## config.mk

```make
export PLATFORM = sky130hd
export DESIGN_NAME = ula_reg_arbiter
export DESIGN_NICKNAME = d
export VERILOG_FILES = /design/src/rtl/ula_reg_arbiter.sv
export SDC_FILE = /design/constraint.sdc
export NUM_CORES = 1
export LEC_CHECK = 0
export CORE_UTILIZATION = 47
export CTS_BUF_LIST = sky130_fd_sc_hd__clkbuf_16
export CTS_CLUSTER_SIZE = 12
export DETAILED_ROUTE_END_ITERATION = 8
export HOLD_SLACK_MARGIN = 0.12
export PLACE_DENSITY = 0.88
export SLEW_MARGIN = 20
export SYNTH_ARGS = -nofsm -noshare
export SYNTH_HDL_FRONTEND = slang
export SYNTH_SLANG_ARGS = --single-unit
```

## constraint.sdc

```tcl
create_clock -name clk_ula -period 3.8 [get_ports clk_ula]
set_input_delay 0.38 -clock clk_ula [delete_from_list [all_inputs] [get_ports clk_ula]]
set_output_delay 0.38 -clock clk_ula [all_outputs]
set_load 0.01 [all_outputs]
```

## src/rtl/ula_reg_arbiter.sv

```systemverilog
`default_nettype none
// ============================================================================
// Module  : ula_reg_arbiter
// Brief   : Round-robin front end that serialises register writes and ULA ops
//           from two requesters onto one datapath, one command in flight.
// Revision: 1.0 - initial release
// ============================================================================
module ula_reg_arbiter #(
  parameter int TIMEOUT = 15
) (
  input  logic        clk_ula,
  input  logic        rst,

  input  logic        req0_valid,
  output logic        req0_ready,
  input  logic        req0_kind,
  input  logic [15:0] req0_A,
  input  logic [15:0] req0_data,
  input  logic [1:0]  req0_addr,
  input  logic [1:0]  req0_sel,
  input  logic [1:0]  req0_instru,
  output logic        rsp0_valid,
  output logic [31:0] rsp0_data,
  output logic        rsp0_err,

  input  logic        req1_valid,
  output logic        req1_ready,
  input  logic        req1_kind,
  input  logic [15:0] req1_A,
  input  logic [15:0] req1_data,
  input  logic [1:0]  req1_addr,
  input  logic [1:0]  req1_sel,
  input  logic [1:0]  req1_instru,
  output logic        rsp1_valid,
  output logic [31:0] rsp1_data,
  output logic        rsp1_err,

  output logic        valid_reg,
  output logic        valid_ula,
  output logic [15:0] A,
  output logic [15:0] data_in,
  output logic [1:0]  addr,
  output logic [1:0]  reg_sel,
  output logic [1:0]  instru,
  input  logic [31:0] data_out,
  input  logic        valid_out,

  output logic        busy,
  output logic        spurious
);

  typedef enum logic [1:0] {
    ST_IDLE  = 2'd0,
    ST_ISSUE = 2'd1,
    ST_WAIT  = 2'd2,
    ST_RESP  = 2'd3
  } state_t;

  localparam logic [7:0] c_cnt_last = 8'(TIMEOUT - 1);

  state_t      r_state;
  logic        r_last_grant;
  logic        r_grant;
  logic        r_kind;
  logic [7:0]  r_cnt;

  logic        w_any;
  logic        w_grant;
  logic        w_done;
  logic [31:0] w_rsp_data;
  logic        w_rsp_err;

  assign w_any   = req0_valid | req1_valid;
  // On a tie the requester that did not win last time goes first.
  assign w_grant = (req0_valid & req1_valid) ? ~r_last_grant : req1_valid;

  assign req0_ready = rst & (r_state == ST_IDLE) & req0_valid & ~w_grant;
  assign req1_ready = rst & (r_state == ST_IDLE) & req1_valid &  w_grant;
  assign busy       = (r_state != ST_IDLE);

  // Writes finish straight out of ISSUE; ops finish on result or timeout,
  // with the result winning when both land in the same cycle.
  assign w_done     = ((r_state == ST_ISSUE) & ~r_kind) |
                      ((r_state == ST_WAIT) & (valid_out | (r_cnt == c_cnt_last)));
  assign w_rsp_data = ((r_state == ST_WAIT) & valid_out) ? data_out : 32'd0;
  assign w_rsp_err  = (r_state == ST_WAIT) & ~valid_out;

  always_ff @(posedge clk_ula or negedge rst) begin
    if (!rst) begin
      r_state      <= ST_IDLE;
      r_last_grant <= 1'b1;
      r_grant      <= 1'b0;
      r_kind       <= 1'b0;
      r_cnt        <= 8'd0;
      valid_reg    <= 1'b0;
      valid_ula    <= 1'b0;
      A            <= 16'd0;
      data_in      <= 16'd0;
      addr         <= 2'd0;
      reg_sel      <= 2'd0;
      instru       <= 2'd0;
      rsp0_valid   <= 1'b0;
      rsp0_data    <= 32'd0;
      rsp0_err     <= 1'b0;
      rsp1_valid   <= 1'b0;
      rsp1_data    <= 32'd0;
      rsp1_err     <= 1'b0;
      spurious     <= 1'b0;
    end else begin
      valid_reg  <= 1'b0;
      valid_ula  <= 1'b0;
      rsp0_valid <= 1'b0;
      rsp1_valid <= 1'b0;

      if (valid_out && (r_state != ST_WAIT)) begin
        spurious <= 1'b1;
      end

      if (w_done) begin
        r_state <= ST_RESP;
        if (r_grant) begin
          rsp1_valid <= 1'b1;
          rsp1_data  <= w_rsp_data;
          rsp1_err   <= w_rsp_err;
        end else begin
          rsp0_valid <= 1'b1;
          rsp0_data  <= w_rsp_data;
          rsp0_err   <= w_rsp_err;
        end
      end else begin
        case (r_state)
          ST_IDLE: begin
            if (w_any) begin
              r_grant <= w_grant;
              r_state <= ST_ISSUE;
              if (w_grant) begin
                r_kind    <= req1_kind;
                A         <= req1_A;
                data_in   <= req1_data;
                addr      <= req1_addr;
                reg_sel   <= req1_sel;
                instru    <= req1_instru;
                valid_reg <= ~req1_kind;
                valid_ula <= req1_kind;
              end else begin
                r_kind    <= req0_kind;
                A         <= req0_A;
                data_in   <= req0_data;
                addr      <= req0_addr;
                reg_sel   <= req0_sel;
                instru    <= req0_instru;
                valid_reg <= ~req0_kind;
                valid_ula <= req0_kind;
              end
            end
          end
          ST_ISSUE: begin
            r_cnt   <= 8'd0;
            r_state <= ST_WAIT;
          end
          ST_WAIT: begin
            r_cnt <= r_cnt + 8'd1;
          end
          ST_RESP: begin
            r_last_grant <= r_grant;
            r_state      <= ST_IDLE;
          end
          default: begin
            r_state <= ST_IDLE;
          end
        endcase
      end
    end
  end

endmodule
`default_nettype wire

```

==> flow_metrics.tcl, run 1 <==
set metrics [dict create \
    post_layout_nonfiller_instances 893 \
    final_wl_mm 15.95 \
    timing.setup.tns_ns 0 \
    setup_buffers_after_cts 0 \
    area_of_the_core_um2 11420 \
    slew_viol_final 0 \
    worst_ep_arrival_time_ns 2.25 \
    p_int_mw 4.303 \
    fill_cell_total_of_the_finished_layout 765 \
    max_slew_margin_pct 49.00 \
    ant_nets 0 \
    cts_root_buf "sky130_fd_sc_hd__clkbuf_16" \
    async_flop_share_pct 100.0 \
    setup_viol 0 \
    pwr-share-comb_pct 45.9 \
    p_leak_nw 3.957 \
    post_synth_instance_area_um2 5523 \
    synth_seq_cells 122 \
    drt-pass1-iter-count 5 \
    cell_by_cell_trace_of_the_critical_path "dlygate4sd3_1 > buf_4 > nand3_1 > nor2_1 > clkdlybuf4s50_1" \
    worstSetupPathType "in -> out" \
    drive_above_1_share_pct 6.133 \
    min_period_ns 2.628 \
    finalHoldViolations 0 \
    place_congestion 0.8455 \
    layout_commonest_cell "sky130_fd_sc_hd__clkdlybuf4s50_1" \
    post_cts.resized_instances 0 \
    clock_sink_count 122 \
    kind_of_cell_adding_the_most_delay_to_the_critical_path "buffers and inverters" \
    vias 4917 \
    dp_hpwl_mm 11.08 \
    worst-path-buf-inv 3 \
    max_incr_delay_on_cp_ns 0.55 \
    final_net_count 859 \
    holdCritStartpoint "spurious" \
    max_freq_ghz 0.3805 \
    synth_warnings 0 \
    largestRegisters "rsp0_data: 32 flops, rsp1_data: 32 flops" \
    first_global_vias 5056 \
    crit_path_start_kind "input pin" \
    leading_cell_types_in_the_layout_fill_and_taps_excluded "sky130_fd_sc_hd__clkdlybuf4s50_1, sky130_fd_sc_hd__dfrtp_1, sky130_fd_sc_hd__nor2_1" \
    first_pass_grt_wire_length_mm 25.95 \
    crit_required_ns 3.42 \
    clock_tree.buffer_depth 2 \
    grt_max_degree 100 \
    synth_fp_nets 647 \
    crit_start "rst" \
    clkTransAtPathRegs_ns 0.05 \
    unrepaired_setup_endpoints_after_global_routing "no" \
    status "finished, final reports clean" \
    routedWlPerCell_um 17.86 \
    pwr-share-seq_pct 33.8 \
    antenna-diode-count 0 \
    antenna_found_initial 0 \
    synthesis.area_per_instance_um2 10.50 \
    clock_insertion_delay_worst_skew_ns 0.42 \
    place_inst 861 \
    tritoncts "yes" \
    floorplan.io_pins 227 \
    switchingPower_mw 2.363 \
    drcViolationCount 0 \
    post_cts_hold_buffer_count 1 \
    ys_types 37 \
    place.port_buffers 226 \
    critical_path_slowest_stage_cell "sky130_fd_sc_hd__dlygate4sd3_1" \
    path_max_fanout 43 \
    die_w_um 110.4 \
    layout_worst_path_cycle_share_pct 69.16 \
    switching_share_pct 35.45 \
    row_count 39 \
    setup.worst_path.end_class "primary output" \
    synth-edff-count 0 \
    cts-buffers-inserted 17 \
    floorplan.die_area_um2 12190 \
    synth_ff_type "sky130_fd_sc_hd__dfrtp_1" \
    netlist_instances 526 \
    hold_path_class "reg -> reg" \
    first_iter_violations 309 \
    cts_max_level 4 \
    route.detailed.vias_per_inst 5.506 \
    dieHeight_um 110.4 \
    synth_seq_area_share_pct 55.30 \
    growth_of_design_area_from_synthesis_to_finish_pct 51.34 \
    clock_power_share_pct 20.3 \
    ir_drop_v 0.0004854 \
    clock-skew-final_ns 0.01183 \
    grt-ovfl-total 0 \
    grt_total_usage_pct 27.16 \
    tightest_pin_transition_ns 0.7650 \
    worstReg2RegStart "r_state[0]" \
    max-cap-violations 0 \
    power_per_cell_area_nw_per_um2 797.5 \
    start_util_pct 48.37 \
]
## cells in the mapped netlist (2+ instances only)
cell	number	area, um^2
sky130_fd_sc_hd__dfrtp_1	121	3028
sky130_fd_sc_hd__nor2_1	51	191.4
sky130_fd_sc_hd__nand2_1	41	153.9
sky130_fd_sc_hd__a21oi_1	40	200.2
sky130_fd_sc_hd__mux2i_1	39	390.4
sky130_fd_sc_hd__o21ai_0	38	190.2
sky130_fd_sc_hd__a21o_1	33	247.7
sky130_fd_sc_hd__and3_1	33	206.5
sky130_fd_sc_hd__nand3b_1	32	240.2
sky130_fd_sc_hd__buf_2	20	100.1
sky130_fd_sc_hd__clkbuf_1	17	63.81
sky130_fd_sc_hd__inv_1	9	33.78
sky130_fd_sc_hd__nand3_1	8	40.04
sky130_fd_sc_hd__ha_1	6	75.07
sky130_fd_sc_hd__a32o_1	4	40.04
sky130_fd_sc_hd__and2_1	3	18.77
sky130_fd_sc_hd__mux2_2	3	33.78
sky130_fd_sc_hd__nor3_1	3	15.01
sky130_fd_sc_hd__buf_4	2	15.01
sky130_fd_sc_hd__buf_6	2	22.52
sky130_fd_sc_hd__nand2b_1	2	12.51
sky130_fd_sc_hd__nand4_1	2	12.51
sky130_fd_sc_hd__nor2b_1	2	12.51
sky130_fd_sc_hd__o211ai_1	2	15.01
## through the flow
stage	cell area, um^2	utilization [%]	hold slack, ns	setup WS (ns)	power (mW)
floorplan	5523	-	0.08441	1.784	3.748
global placement	7850	68.75	0.3957	1.229	5.141
detailed placement	7850	68.75	0.4050	1.196	5.288
CTS	8354	73.16	0.4667	1.120	6.689
global route	8358	73.20	0.4769	1.013	7.054
finish	8358	73.20	0.4579	1.172	6.665
## power by group through the flow
stage                     combinational [mW]  sequential [mW]  clock (mW)
after CTS                               3.07             2.25        1.37
final                                   3.06             2.25        1.35
after global placement                  2.92             2.22           0
after floorplan                         1.30             2.45           0
after detailed placement                3.03             2.26           0
after global routing                    3.31             2.31        1.43
## path summary, 6_finish.rpt
kind | to | slack [ns] | cells past startpoint
hold / removal | spurious | 0.46 | 1
setup / recovery | req0_ready | 1.17 | 5
max in group asynchronous | rsp0_data[13] | 2.12 | 3
min in group asynchronous | data_in[15] | 0.54 | 2
setup reg to reg | r_kind | 1.25 | 8
hold reg to reg | spurious | 0.46 | 1
## layer usage
metal / vias to the layer above / track usage [%] / wire length, um
met5: - / 0 / 0
met4: 0 / 11.02 / 344
met3: 29 / 11.58 / 1590
met2: 246 / 45.05 / 7880
met1: 2393 / 30.78 / 6130
li1: 2249 / - / -
## logic make-up (layout without fill, tap and decap cells)
kind of cell / count (synthesis) / after routing / share of synthesized area [%]
flops: 122 / 122 / 55.30
compound gates: 122 / 122 / 13.71
buf+inv: 51 / 275 / 4.327
mux: 43 / 43 / 7.952
fa+ha+maj: 6 / 6 / 1.359
simple gates: 182 / 182 / 17.35
## final cells by class
type / instances / area [um^2] / share of cell area (%)
clock buffers: 17 / 425.4 / 5.090
clock inverters: 14 / 68.82 / 0.8234
inverters: 9 / 33.78 / 0.4042
flip-flops and latches: 122 / 3055 / 36.56
multi-input cells: 353 / 2250 / 26.92
well taps: 143 / 178.9 / 2.141
repair buffers: 235 / 2346 / 28.07
Power figures use the tool's default switching activity.
==> inputs of run 2 (changes only) <==
--- a/config.mk
+++ b/config.mk
@@ -5,12 +5,12 @@
 export SDC_FILE = /design/constraint.sdc
 export NUM_CORES = 1
 export LEC_CHECK = 0
-export CORE_UTILIZATION = 47
+export CORE_UTILIZATION = 39
 export CTS_BUF_LIST = sky130_fd_sc_hd__clkbuf_16
 export CTS_CLUSTER_SIZE = 12
 export DETAILED_ROUTE_END_ITERATION = 8
 export HOLD_SLACK_MARGIN = 0.12
-export PLACE_DENSITY = 0.88
+export PLACE_DENSITY = 0.78
 export SLEW_MARGIN = 20
 export SYNTH_ARGS = -nofsm -noshare
 export SYNTH_HDL_FRONTEND = slang
==> constraint.sdc (replaced) <==
create_clock -name clk_ula -period 2.4 [get_ports clk_ula]
set_input_delay 0.24 -clock clk_ula [delete_from_list [all_inputs] [get_ports clk_ula]]
set_output_delay 0.24 -clock clk_ula [all_outputs]
set_load 0.01 [all_outputs]
==> run 2 against run 1 <==
Final cell count increased by 4.9%. Worst hold slack worse by 0.064 ns. Non-clock buffer count is 6 higher. Sequential power rose by 61%. Critical path depth down 1.
==> flow_metrics.tcl, run 2 (synthesis results as in run 1) <==
set metrics [dict create \
    tritoncts "yes" \
    kind_of_cell_adding_the_most_delay_to_the_critical_path "buffers and inverters" \
    worst_ep_arrival_time_ns 2.03 \
    largestRegisters "rsp0_data: 32 flops, rsp1_data: 32 flops" \
    p_leak_nw 4.006 \
    max_freq_ghz 0.4408 \
    status "finished, final reports clean" \
    cts_max_level 4 \
    post_cts.resized_instances 0 \
    clock-skew-final_ns 0.004691 \
    crit_path_start_kind "input pin" \
    cts-buffers-inserted 17 \
    floorplan.die_area_um2 14640 \
    first_global_vias 4927 \
    global_route.usage.met3_pct 7.801 \
    multi_input_area_um2 2250 \
    drive_above_1_share_pct 6.737 \
    dieHeight_um 121 \
    slew_viol_final 0 \
    power_mw 10.68 \
    leading_cell_types_in_the_layout_fill_and_taps_excluded "sky130_fd_sc_hd__clkdlybuf4s50_1, sky130_fd_sc_hd__dfrtp_1, sky130_fd_sc_hd__nor2_1" \
    finalHoldViolations 0 \
    grt_total_usage_pct 21.83 \
    max_slew_margin_pct 62.75 \
    worst-path-buf-inv 3 \
    grt_busiest_layer "met2" \
    drt-pass1-iter-count 5 \
    clock_insertion_delay_worst_skew_ns 0.40 \
    growth_of_design_area_from_synthesis_to_finish_pct 53.65 \
    start_util_pct 39.94 \
    seq_area_um2 3055 \
    clkTransAtPathRegs_ns 0.05 \
    fill_cell_total_of_the_finished_layout 1081 \
    hold_path_class "in -> async" \
    floorplan.io_pins 227 \
    first_iter_violations 335 \
    timing.setup.tns_ns 0 \
    hold_slack_ns 0.3939 \
    antenna-diode-count 0 \
    die_w_um 121 \
    layout_commonest_cell "sky130_fd_sc_hd__clkdlybuf4s50_1" \
    ant_nets 0 \
    place_congestion 0.8287 \
    first_pass_grt_wire_length_mm 24.58 \
    setup_buffers_after_cts 0 \
    path_max_fanout 29 \
    power_per_cell_area_nw_per_um2 1258 \
    ir_drop_v 0.0006163 \
    vias 4841 \
    critical_path_slowest_stage_cell "sky130_fd_sc_hd__dlygate4sd3_1" \
    max-cap-violations 0 \
    grtUsageMet2_pct 37.79 \
    unrepaired_setup_endpoints_after_global_routing "no" \
    cell_by_cell_trace_of_the_critical_path "dlygate4sd3_1 > buf_4 > and3_1 > clkdlybuf4s50_1" \
    route.detailed.vias_per_inst 5.166 \
    antenna_found_initial 0 \
    routedWlPerCell_um 16.69 \
    grt-ovfl-total 0 \
    crit_required_ns 2.16 \
    area_of_the_core_um2 13830 \
    tightest_pin_transition_ns 0.5529 \
    clock_sink_count 122 \
    final_area_um2 8486 \
    final_wl_mm 15.64 \
    use_met1_pct 25.11 \
    grt_max_degree 97 \
    cts_root_buf "sky130_fd_sc_hd__clkbuf_16" \
    post_cts_hold_buffer_count 1 \
    row_count 43 \
    clock_tree.buffer_depth 2 \
    drcViolationCount 0 \
    place.port_buffers 226 \
    final_net_count 865 \
    worstSetupPathType "in -> out" \
    max_incr_delay_on_cp_ns 0.58 \
    min_period_ns 2.268 \
    setup.worst_path.end_class "primary output" \
    dp_hpwl_mm 11.28 \
    layout_worst_path_cycle_share_pct 94.52 \
    setup_viol 0 \
    placed_area_um2 7954 \
]
run 2: changes by cell type in the layout (fill, tap and decap cells not counted), sizes merged:
cell / delta
inv: +2
bufinv: +1
buf: +6
clkinv: -2
run 2: worst register-to-register path: stages (launching register included):
cell	delay, ns
sky130_fd_sc_hd__dfrtp_1	0.40
sky130_fd_sc_hd__inv_1	0.09
sky130_fd_sc_hd__ha_1	0.19
sky130_fd_sc_hd__and4b_1	0.27
sky130_fd_sc_hd__a2111oi_4	0.43
sky130_fd_sc_hd__buf_12	0.34
sky130_fd_sc_hd__and2_1	0.22
sky130_fd_sc_hd__nor2_1	0.05
run 2: worst paths after layout:
kind                               from            end  slack [ns]  depth (start not counted)
min                                 rst           A[4]        0.39                          2
min reg2reg                rsp1_data[2]   rsp1_data[2]        0.47                          1
max in group asynchronous           rst   rsp0_data[3]        1.19                          3
min in group clk_ula       data_out[22]  rsp0_data[22]        0.43                          3
max                                 rst     req1_ready        0.13                          4
max reg2reg                    r_cnt[0]         r_kind        0.31                          7
run 2: through the flow:
stage | instances | setup WS [ns] | utilization (%)
finish | 937 | 0.1316 | 61.37
global placement | 904 | 0.3213 | 57.52
detailed placement | 904 | 0.2989 | 57.52
global route | 937 | 0.03934 | 61.37
floorplan | 526 | 0.3838 | -
CTS | 937 | 0.1130 | 61.37
run 2: where the power goes:
| part | internal (mW) | switching [mW] | total (mW) |
|---|---|---|---|
| logic | 2.58 | 2.23 | 4.82 |
| registers | 3.00 | 0.619 | 3.62 |
| clock network | 1.38 | 0.859 | 2.24 |
run 2: per-layer routing:
layer / share of wire (%) / wire (um)
met1: 39 / 6119
met2: 50 / 7808
met3: 9.6 / 1507
met4: 1.3 / 204
met5: 0 / 0
run 2: cell type report:
| class | count | area share (%) |
|---|---|---|
| Clock buffer | 17 | 5.013 |
| Clock inverter | 15 | 1.135 |
| Inverter | 9 | 0.3981 |
| Multi-Input combinational cell | 353 | 26.51 |
| Sequential cell | 122 | 36.01 |
| Tap cell | 180 | 2.654 |
| Timing Repair Buffer | 241 | 28.28 |
==> inputs of run 3 (changes only) <==
--- a/config.mk
+++ b/config.mk
@@ -7,7 +7,6 @@
 export LEC_CHECK = 0
 export CORE_UTILIZATION = 39
 export CTS_BUF_LIST = sky130_fd_sc_hd__clkbuf_16
-export CTS_CLUSTER_SIZE = 12
 export DETAILED_ROUTE_END_ITERATION = 8
 export HOLD_SLACK_MARGIN = 0.12
 export PLACE_DENSITY = 0.78
==> results of run 3 <==
Same layout as run 2: the final DEF is identical, and so are final timing and power.
